**config.mk**
```make
export PLATFORM = sky130hd
export DESIGN_NAME = controlador_sequenciador_flat
export DESIGN_NICKNAME = d
export VERILOG_FILES = /design/src/rtl/controlador_sequenciador_pkg.sv /design/src/rtl/controlador_sequenciador_if.sv /design/src/rtl/controlador_sequenciador_contador_anel.sv /design/src/rtl/controlador_sequenciador.sv /design/src/flat_wrapper.sv
export SDC_FILE = /design/constraint.sdc
export NUM_CORES = 1
export LEC_CHECK = 0
export CORE_MARGIN = 3
export CORE_UTILIZATION = 39
export CTS_CLUSTER_SIZE = 14
export DETAILED_ROUTE_END_ITERATION = 16
export PLACE_DENSITY = 0.77
export SLEW_MARGIN = 20
export SYNTH_ARGS = -nofsm -noshare
export SYNTH_HDL_FRONTEND = slang
export SYNTH_SLANG_ARGS = --single-unit
```
**constraint.sdc**
```tcl
create_clock -name clk_in -period 1.7 [get_ports clk_in]
set_input_delay 0.34 -clock clk_in [delete_from_list [all_inputs] [get_ports clk_in]]
set_output_delay 0.34 -clock clk_in [all_outputs]
set_load 0.03 [all_outputs]
```
**src/rtl/controlador_sequenciador_pkg.sv**
```systemverilog
// sap1_pkg: shared definitions for the SAP-1 controller/sequencer.
//   - opcode constants (LDA, ADD, SUB, OUT, HLT)
//   - one-hot T-state encoding (T1 = bit0 ... T6 = bit5)
//   - bit positions inside the 12-bit control word
//     {Cp,Ep,Lm,CE,Li,Ei,La,Ea,Su,Eu,Lb,Lo} = bits 11..0
package sap1_pkg;

    localparam logic [3:0] OP_LDA = 4'b0000;
    localparam logic [3:0] OP_ADD = 4'b0001;
    localparam logic [3:0] OP_SUB = 4'b0010;
    localparam logic [3:0] OP_OUT = 4'b1110;
    localparam logic [3:0] OP_HLT = 4'b1111;

    localparam int CW_W = 12;

    typedef enum logic [5:0] {
        T1 = 6'b000001,
        T2 = 6'b000010,
        T3 = 6'b000100,
        T4 = 6'b001000,
        T5 = 6'b010000,
        T6 = 6'b100000
    } t_estado_e;

    localparam int B_CP = 11;
    localparam int B_EP = 10;
    localparam int B_LM = 9;
    localparam int B_CE = 8;
    localparam int B_LI = 7;
    localparam int B_EI = 6;
    localparam int B_LA = 5;
    localparam int B_EA = 4;
    localparam int B_SU = 3;
    localparam int B_EU = 2;
    localparam int B_LB = 1;
    localparam int B_LO = 0;

endpackage

```
**src/rtl/controlador_sequenciador_if.sv**
```systemverilog
// controlador_sequenciador_if: bundle between the sequencer and its user.
//   run_prog          1 = execute, 0 = programming mode (sequencer frozen)
//   opcode            IR upper nibble, stable during T4..T6
//   palavra_controle  active-high control word {Cp,Ep,Lm,CE,Li,Ei,La,Ea,Su,Eu,Lb,Lo}
//   estado_t          one-hot T-state (bit0 = T1 ... bit5 = T6)
//   ciclo_fim         high in the last T-state of the instruction
//   halt              sticky after HLT until reset
// master = the side driving run_prog/opcode; slave = the sequencer.
interface controlador_sequenciador_if
    import sap1_pkg::*;
#(
    parameter int OPCODE_W = 4
);
    logic                run_prog;
    logic [OPCODE_W-1:0] opcode;
    logic [CW_W-1:0]     palavra_controle;
    logic [5:0]          estado_t;
    logic                ciclo_fim;
    logic                halt;

    modport master (
        output run_prog, opcode,
        input  palavra_controle, estado_t, ciclo_fim, halt
    );

    modport slave (
        input  run_prog, opcode,
        output palavra_controle, estado_t, ciclo_fim, halt
    );
endinterface

```
**src/rtl/controlador_sequenciador_contador_anel.sv**
```systemverilog
// contador_anel: 6-bit one-hot ring counter T1 -> ... -> T6 -> T1.
//   clk_in            rising-edge clock
//   limpar_iniciar_n  asynchronous active-low reset, forces T1
//   habilita          advance enable
//   volta_t1          synchronous return to T1 (takes effect only when enabled)
//   estado            current one-hot T-state
module contador_anel
    import sap1_pkg::*;
(
    input  logic      clk_in,
    input  logic      limpar_iniciar_n,
    input  logic      habilita,
    input  logic      volta_t1,
    output t_estado_e estado
);

    always_ff @(posedge clk_in or negedge limpar_iniciar_n) begin
        if (!limpar_iniciar_n) begin
            estado <= T1;
        end else if (habilita) begin
            if (volta_t1) begin
                estado <= T1;
            end else begin
                case (estado)
                    T1:      estado <= T2;
                    T2:      estado <= T3;
                    T3:      estado <= T4;
                    T4:      estado <= T5;
                    T5:      estado <= T6;
                    T6:      estado <= T1;
                    default: estado <= T1;
                endcase
            end
        end
    end

endmodule

```
**src/rtl/controlador_sequenciador.sv**
```systemverilog
// controlador_sequenciador: SAP-1 control unit (ring counter + control decode).
//   clk_in            rising-edge clock
//   limpar_iniciar_n  asynchronous active-low reset (only exit from halt)
//   bus (slave)       run_prog, opcode in; palavra_controle, estado_t,
//                     ciclo_fim, halt out
// Build option: define CICLO_VARIAVEL_EN for a variable-length machine cycle
// (LDA ends in T5, OUT/NOP in T4, ADD/SUB in T6); otherwise every
// instruction occupies T1..T6.
module controlador_sequenciador
    import sap1_pkg::*;
#(
    parameter int OPCODE_W = 4
) (
    input logic                       clk_in,
    input logic                       limpar_iniciar_n,
    controlador_sequenciador_if.slave bus
);

    logic [OPCODE_W-1:0] op;
    logic                is_lda, is_add, is_sub, is_out, is_hlt;
    t_estado_e           estado;
    logic                halt_q;
    logic                ativo;
    logic                parada_t4;
    logic                ultimo;
    logic [CW_W-1:0]     palavra;

    assign op     = bus.opcode;
    assign is_lda = (op == OPCODE_W'(OP_LDA));
    assign is_add = (op == OPCODE_W'(OP_ADD));
    assign is_sub = (op == OPCODE_W'(OP_SUB));
    assign is_out = (op == OPCODE_W'(OP_OUT));
    assign is_hlt = (op == OPCODE_W'(OP_HLT));

    // Reset level is included so outputs go quiet the instant reset asserts,
    // not only after the counter register has been cleared.
    assign ativo     = limpar_iniciar_n && bus.run_prog && !halt_q;
    assign parada_t4 = (estado == T4) && is_hlt;

`ifdef CICLO_VARIAVEL_EN
    always_comb begin
        ultimo = 1'b0;
        if (is_add || is_sub) begin
            ultimo = (estado == T6);
        end else if (is_lda) begin
            ultimo = (estado == T5);
        end else if (!is_hlt) begin
            ultimo = (estado == T4);
        end
    end
`else
    assign ultimo = (estado == T6) && !is_hlt;
`endif

    contador_anel u_contador_anel (
        .clk_in           (clk_in),
        .limpar_iniciar_n (limpar_iniciar_n),
        .habilita         (ativo && !parada_t4),
        .volta_t1         (ultimo),
        .estado           (estado)
    );

    // HLT freezes the counter in T4; halt is set on the edge that would have
    // ended T4 and stays set until reset.
    always_ff @(posedge clk_in or negedge limpar_iniciar_n) begin
        if (!limpar_iniciar_n) begin
            halt_q <= 1'b0;
        end else if (ativo && parada_t4) begin
            halt_q <= 1'b1;
        end
    end

    always_comb begin
        palavra = '0;
        case (estado)
            T1: begin
                palavra[B_EP] = 1'b1;
                palavra[B_LM] = 1'b1;
            end
            T2: palavra[B_CP] = 1'b1;
            T3: begin
                palavra[B_CE] = 1'b1;
                palavra[B_LI] = 1'b1;
            end
            T4: begin
                if (is_lda || is_add || is_sub) begin
                    palavra[B_EI] = 1'b1;
                    palavra[B_LM] = 1'b1;
                end else if (is_out) begin
                    palavra[B_EA] = 1'b1;
                    palavra[B_LO] = 1'b1;
                end
            end
            T5: begin
                if (is_lda) begin
                    palavra[B_CE] = 1'b1;
                    palavra[B_LA] = 1'b1;
                end else if (is_add || is_sub) begin
                    palavra[B_CE] = 1'b1;
                    palavra[B_LB] = 1'b1;
                end
            end
            T6: begin
                if (is_add || is_sub) begin
                    palavra[B_EU] = 1'b1;
                    palavra[B_LA] = 1'b1;
                    palavra[B_SU] = is_sub;
                end
            end
            default: palavra = '0;
        endcase
    end

    assign bus.palavra_controle = ativo ? palavra : '0;
    assign bus.ciclo_fim        = ativo && ultimo;
    assign bus.estado_t         = estado;
    assign bus.halt             = halt_q;

endmodule

```
**src/flat_wrapper.sv**
```systemverilog
// flat-port wrapper written by rule: the top's interface ports become plain ports
module controlador_sequenciador_flat import sap1_pkg::*;
#(
    parameter int OPCODE_W = 4
)
  (clk_in, limpar_iniciar_n, bus_run_prog, bus_opcode, bus_palavra_controle, bus_estado_t, bus_ciclo_fim, bus_halt);
  controlador_sequenciador_if #(.OPCODE_W(OPCODE_W)) bus_i ();
  input logic clk_in;
  input logic limpar_iniciar_n;
  input wire logic [$bits(bus_i.run_prog)-1:0] bus_run_prog;
  input wire logic [$bits(bus_i.opcode)-1:0] bus_opcode;
  output wire logic [$bits(bus_i.palavra_controle)-1:0] bus_palavra_controle;
  output wire logic [$bits(bus_i.estado_t)-1:0] bus_estado_t;
  output wire logic [$bits(bus_i.ciclo_fim)-1:0] bus_ciclo_fim;
  output wire logic [$bits(bus_i.halt)-1:0] bus_halt;
  assign bus_i.run_prog = bus_run_prog;
  assign bus_i.opcode = bus_opcode;
  assign bus_palavra_controle = bus_i.palavra_controle;
  assign bus_estado_t = bus_i.estado_t;
  assign bus_ciclo_fim = bus_i.ciclo_fim;
  assign bus_halt = bus_i.halt;
  controlador_sequenciador #(.OPCODE_W(OPCODE_W)) u_core (.clk_in(clk_in), .limpar_iniciar_n(limpar_iniciar_n), .bus(bus_i));
endmodule
```
==> impl_metrics.py, run 1 <==
metrics = {
    "detailed_routing": {
        "detail_route.wl_per_cell_um": 23.3,
        "vias": 879,
        "ant_nets": 0,
        "drt_pass1_iterations": 4,
        "viasPerCell": 6.42,
        "drt-total-wl_um": 3190,
        "drtIter0Drc": 59,
        "drc": 0,
    },
    "die": {
        "die_w_um": 43.8,
        "start_util_pct": 42.4,
        "die-area_sq_um": 1920,
        "fp.coreArea_sq_um": 1320,
        "fp-row-count": 13,
        "die-height_um": 43.8,
        "ios": 27,
    },
    "yosys": {
        "synthAdderAreaFrac_pct": 0,
        "yosysWarnings": 0,
        "synthCells": 70,
        "synth_area_sq_um": 558,
        "synth_mux_area_share_pct": 0,
        "syn_nets": 77,
        "ys_ff_latch": 7,
        "synth_xor_area_share_pct": 1.57,
        "synth_top_area_share_pct": 26.9,
        "syn-mean-instance-area_sq_um": 7.97,
        "yosysTopAreaCell": "dfrtp_1",
        "synth-simple-area-share_pct": 47.3,
        "synth_top_family_by_area": "simple AND/OR/NAND/NOR gates",
        "synth_area_leaders": "dfrtp_1, nor3_1, nor2_1",
        "synth-compound-area-share_pct": 14.8,
        "ys_types": 30,
        "synth.yosys.seq_area_share_pct": 31.6,
    },
    "critical_path": {
        "cp-start-kind": "flip-flop",
        "path_max_fanout": 5,
        "r2r-end": "u_core.u_contador_anel.estado[0]",
        "arrival_ns": 1.75,
        "cp-end-kind": "output port",
        "reg2reg_depth": 6,
        "crit_type": "flip-flop to output port",
        "cp-startpoint": "u_core.bus.halt",
        "reg2reg_slack_ns": 0.06,
        "r2r-start": "u_core.u_contador_anel.estado[0]",
        "required_ns": 1.36,
    },
    "timing": {
        "period_minus_slack_ns": 2.09,
        "relSlewSlack_pct": 73.3,
        "final_max_slew_viol_count": 0,
        "tightest_slew_ns": 0.398,
        "hold_viol_final": 0,
        "setup_slack_ns": -0.393,
        "max_freq_mhz": 478,
        "rsz0062_at_grt": "yes",
        "setup_viol": 13,
        "finalSetupTns_ns": -3.88,
        "post-route-period-util_pct": 123,
        "finClkSkew_ns": 0.00944,
    },
    "place": {
        "gp_congestion": 0.791,
        "portBuffers": 26,
        "placed_cell_area_sq_um": 1010,
        "hpwl_um": 1600,
        "place_ws_ns": -0.519,
    },
    "global_routing": {
        "grt_use_total_pct": 31.9,
        "grt_pass1_wl_um": 4280,
        "grt_pass1_vias": 858,
        "antenna_found_initial": 0,
        "gr-total-overflow": 0,
        "grt_max_degree": 10,
    },
    "clocking": {
        "cts_buffers": 3,
        "cts_buffer_depth": 2,
        "cts_tree": "built",
        "clkTransAtPathRegs_ns": 0.07,
        "root_buffer": "clkbuf_4",
        "cts.htree.levels": 1,
        "clk_latency_ns": 0.27,
        "hold_buffers": 0,
        "cts_sinks": 7,
    },
    "status": {
        "failed_checks": "negative setup slack",
        "status": "finished, violations left",
    },
    "power": {
        "power.leakage_nw": 0.547,
        "power_frac_clock_pct": 35.3,
        "switching_share_pct": 36.3,
        "p_per_area_nw_per_um2": 409,
        "p_seq_share_pct": 37.4,
        "power.internal_w": 0.000315,
        "combPwrFrac_pct": 27.3,
        "ir_worst_vdd_mv": 0.249,
        "power.switching_w": 0.000180,
    },
    "final_layout": {
        "drive_above_1_share_pct": 57.4,
        "area_delta_synth_final_pct": 117,
        "fin_nets": 130,
        "finalInstanceArea_sq_um": 1210,
        "antenna_cells": 0,
    },
    "worst_hold_path": {
        "hold_class": "primary input to async pin",
    },
    "job": {
        "maxCapViolCount": 0,
    },
}
## registers in the layout (all words and copies together) (netlist names)
| name | cells |
|---|---|
| u_core.u_contador_anel.estado | 6 |
| u_core.bus.halt | 1 |
## layer usage
layer | global-route usage, % | wire length (um) | part of all wire [%] | up-vias
met3 | 6.64 | 307 | 9.6 | 23
met1 | 32.2 | 1110 | 35 | 403
met5 | 0 | 0 | 0 | -
met2 | 54.9 | 1550 | 48 | 85
met4 | 26.5 | 221 | 6.9 | 0
li1 | - | - | - | 368
## cells in the mapped netlist
library cell / n
o31ai_1: 3
nor2b_1: 2
nand3_1: 4
or3_1: 1
nand2b_1: 3
nor2_1: 9
a21oi_1: 2
o311ai_1: 1
dfstp_2: 1
nand4b_1: 1
and2_1: 1
buf_4: 1
o22ai_1: 1
xnor2_1: 1
nand3b_1: 1
nor4_2: 1
and4_1: 1
a31oi_1: 2
and4b_1: 1
nand2_2: 1
dfrtp_1: 6
inv_1: 5
nor3_2: 1
o211ai_1: 1
o21ai_0: 1
nor3_1: 7
nor4_4: 1
nand3b_4: 1
nand2_1: 7
o21ai_1: 2
## cells in the final DEF (no fill, tap or decap), types with 2 or more instances in the layout
cell type and instances:
a21oi_1 2, nand3_1 2, clkbuf_4 3, buf_6 12, nor2b_2 2, nand3_4 2
nand2_1 6, a31oi_1 2, dlygate4sd2_1 11, nor2_2 3, inv_1 4, nor3_4 7
nor2_1 5, o31ai_4 2, buf_4 24, o21ai_1 2, clkdlybuf4s50_1 2, nor4_4 2
dfrtp_1 2, dfrtp_2 4
## critical path, cell delays in order, from the launching register on
cell	delay, ns
dfrtp_2	0.43
nand3b_4	0.22
nor3_4	0.21
nand3_4	0.19
o31ai_4	0.26
buf_6	0.17
## layout make-up
type,instances,area [sq um]
Tap cell,15,18.8
Sequential cell,7,181
Multi-Input combinational cell,57,533
Timing Repair Buffer,49,432
Fill cell,54,108
Inverter,5,18.8
Clock buffer,4,26.3
## power by group through the flow
stage / combinational (W) / sequential, W / clock (W)
2_1_floorplan: 0.0000441 / 0.000196 / 0
3_3_place_gp: 0.000113 / 0.000185 / 0
6_report: 0.000135 / 0.000185 / 0.000175
5_1_grt: 0.000140 / 0.000185 / 0.000183
4_1_cts: 0.000121 / 0.000184 / 0.000167
3_5_place_dp: 0.000116 / 0.000185 / 0
## worst max path at each step
stage	slack (ns)	endpoint
5_1_grt	-0.43	bus_palavra_controle[8]
2_1_floorplan	-0.26	bus_palavra_controle[4]
3_5_place_dp	-0.52	bus_palavra_controle[8]
3_3_place_gp	-0.48	bus_palavra_controle[8]
4_1_cts	-0.27	bus_palavra_controle[8]
6_report	-0.39	bus_palavra_controle[8]
## stage by stage
step / total power (W) / util, % / hold WS [ns] / instances
floorplan: 0.000240 / - / 0.0444 / 70
global placement: 0.000298 / 76.4 / 0.556 / 124
detailed placement: 0.000301 / 76.4 / 0.576 / 124
CTS: 0.000471 / 87.1 / 0.197 / 133
global route: 0.000508 / 91.8 / 0.212 / 137
finish: 0.000495 / 91.8 / 0.221 / 137
## cells by family after synthesis
kind of cell | count (synthesis)
XOR/XNOR | 1
buffers and inverters | 6
AO/OA/AOI/OAI | 13
flip-flops | 7
AND/OR/NAND/NOR | 43
## timing repair
action / in CTS / in global routing
resized for setup: 34 / 8
setup endpoints to repair: 20 / 13
pin swaps: 6 / 2
setup buffers: 5 / 4
hold endpoints to repair: 0 / 0
Note: power is estimated with default switching activity, not from simulation.
==> run 2: changes to the inputs <==
--- a/config.mk
+++ b/config.mk
@@ -5,6 +5,7 @@
 export SDC_FILE = /design/constraint.sdc
 export NUM_CORES = 1
 export LEC_CHECK = 0
+export CAP_MARGIN = 5
 export CORE_MARGIN = 3
 export CORE_UTILIZATION = 39
 export CTS_CLUSTER_SIZE = 14
==> results of run 2 <==
Same layout as run 1: the final DEF is identical, and so are final timing and power.
==> run 3: changes to the inputs <==
--- a/config.mk
+++ b/config.mk
@@ -10,6 +10,7 @@
 export CORE_UTILIZATION = 39
 export CTS_CLUSTER_SIZE = 14
 export DETAILED_ROUTE_END_ITERATION = 16
+export MAX_ROUTING_LAYER = met4
 export PLACE_DENSITY = 0.77
 export SLEW_MARGIN = 20
 export SYNTH_ARGS = -nofsm -noshare
==> impl_metrics.py, run 3 (synthesized netlist as in run 1, its figures left out) <==
metrics = {
    "die": {
        "die-height_um": 43.8,
        "die_w_um": 43.8,
        "fp.coreArea_sq_um": 1320,
        "ios": 27,
        "die-area_sq_um": 1920,
        "fp-row-count": 13,
        "start_util_pct": 42.4,
    },
    "timing": {
        "finClkSkew_ns": 0.00674,
        "final_max_slew_viol_count": 0,
        "setup_slack_ns": -0.413,
        "max_freq_mhz": 473,
        "rsz0062_at_grt": "yes",
        "post-route-period-util_pct": 124,
        "hold_viol_final": 0,
        "tightest_slew_ns": 0.352,
        "setup_viol": 13,
        "relSlewSlack_pct": 76.4,
        "period_minus_slack_ns": 2.11,
        "finalSetupTns_ns": -4.07,
    },
    "power": {
        "power_frac_clock_pct": 35.4,
        "power.internal_w": 0.000315,
        "p_seq_share_pct": 37.4,
        "power.leakage_nw": 0.547,
        "p_per_area_nw_per_um2": 409,
        "combPwrFrac_pct": 27.2,
        "switching_share_pct": 36.3,
        "ir_worst_vdd_mv": 0.250,
        "power.switching_w": 0.000180,
    },
    "detailed_routing": {
        "ant_nets": 0,
        "drt_pass1_iterations": 4,
        "drt-total-wl_um": 3170,
        "drtIter0Drc": 60,
        "viasPerCell": 6.42,
        "detail_route.wl_per_cell_um": 23.2,
        "vias": 880,
        "drc": 0,
    },
    "final_layout": {
        "largest_register_ffs": 6,
        "layout_common_cells": "buf_4, buf_6, dlygate4sd2_1",
        "drive_above_1_share_pct": 57.4,
        "regMostFlops": "u_core.u_contador_anel.estado",
        "post-route-util_pct": 91.8,
        "antenna_cells": 0,
        "final_common_cell": "buf_4",
        "fin_nets": 130,
        "area_delta_synth_final_pct": 117,
    },
    "global_routing": {
        "antenna_found_initial": 0,
        "grt_pass1_wl_um": 4280,
        "grt_use_total_pct": 32.8,
        "grt_max_degree": 10,
        "gr-total-overflow": 0,
        "grt_pass1_vias": 858,
    },
    "clocking": {
        "clk_latency_ns": 0.27,
        "hold_buffers": 0,
        "cts.htree.levels": 1,
        "cts_sinks": 7,
        "cts_tree": "built",
        "cts_buffer_depth": 2,
        "cts_buffers": 3,
        "root_buffer": "clkbuf_4",
        "clkTransAtPathRegs_ns": 0.07,
    },
    "critical_path": {
        "crit_type": "flip-flop to output port",
        "crit_chain": "nand3b_4 > nor3_4 > nand3_4 > o31ai_4 > buf_6",
        "arrival_ns": 1.77,
        "cp-end-kind": "output port",
        "reg2reg_depth": 6,
        "required_ns": 1.36,
        "reg2reg_slack_ns": 0.10,
        "critPathSlowestCell": "dfrtp_2",
        "cp-start-kind": "flip-flop",
        "r2r-end": "u_core.u_contador_anel.estado[0]",
        "path_max_fanout": 5,
        "r2r-start": "u_core.u_contador_anel.estado[0]",
        "slowest_delay_ns": 0.43,
    },
    "status": {
        "failed_checks": "negative setup slack",
        "status": "finished, violations left",
    },
    "place": {
        "hpwl_um": 1600,
        "portBuffers": 26,
        "gp_congestion": 0.802,
    },
    "worst_hold_path": {
        "hold_class": "primary input to async pin",
    },
    "job": {
        "maxCapViolCount": 0,
    },
}
run 3: worst max path at each step:
| stage | slack (ns) | depth (start not counted) | end | from |
|---|---|---|---|---|
| CTS | -0.27 | 5 | bus_palavra_controle[8] | u_core.bus.halt |
| global route | -0.43 | 5 | bus_palavra_controle[8] | u_core.bus.halt |
| floorplan | -0.26 | 4 | bus_palavra_controle[4] | u_core.u_contador_anel.estado[4] |
| detailed placement | -0.52 | 7 | bus_palavra_controle[8] | limpar_iniciar_n |
| finish | -0.41 | 5 | bus_palavra_controle[8] | u_core.bus.halt |
| global placement | -0.48 | 7 | bus_palavra_controle[8] | limpar_iniciar_n |
run 3: per-stage QoR:
| stage | instances | power [W] | hold slack (ns) | setup slack, ns | cell area, sq um |
|---|---|---|---|---|---|
| 6_report | 137 | 0.000495 | 0.217 | -0.413 | 1210 |
| 5_1_grt | 137 | 0.000509 | 0.212 | -0.430 | 1210 |
| 4_1_cts | 133 | 0.000471 | 0.197 | -0.275 | 1150 |
| 3_5_place_dp | 124 | 0.000301 | 0.576 | -0.519 | 1010 |
| 3_3_place_gp | 124 | 0.000298 | 0.556 | -0.477 | 1010 |
| 2_1_floorplan | 70 | 0.000240 | 0.0444 | -0.261 | 662 |
run 3: power by group through the flow:
stage	combinational, W	clock, W	sequential (W)
global route	0.000140	0.000183	0.000185
floorplan	0.0000441	0	0.000196
CTS	0.000121	0.000167	0.000184
finish	0.000135	0.000175	0.000185
detailed placement	0.000116	0	0.000185
global placement	0.000113	0	0.000185
run 3: layout make-up:
| class | count | area (sq um) |
|---|---|---|
| Tap cell | 15 | 18.8 |
| Fill cell | 54 | 108 |
| Timing Repair Buffer | 49 | 432 |
| Clock buffer | 4 | 26.3 |
| Multi-Input combinational cell | 57 | 533 |
| Inverter | 5 | 18.8 |
| Sequential cell | 7 | 181 |
run 3: what timing repair did:
item                       in CTS  in global routing
resized for setup              34                  8
setup buffers                   5                  4
setup endpoints to repair      20                 13
pin swaps                       6                  2
hold endpoints to repair        0                  0
cloned                          0                  0
run 3: critical path: cells and delay by family (launching register included):
family / cells / cell delay (ns)
compound gates: 1 / 0.26
buf+inv: 1 / 0.17
flops: 1 / 0.43
simple gates: 3 / 0.64
run 3: layer usage:
layer / GRT usage [%] / routed length, um / vias to the layer above
li1: - / - / 365
met1: 32.5 / 1150 / 424
met2: 54.9 / 1580 / 74
met3: 6.22 / 247 / 17
met4: 26.5 / 189 / 0
met5: - / 0 / -
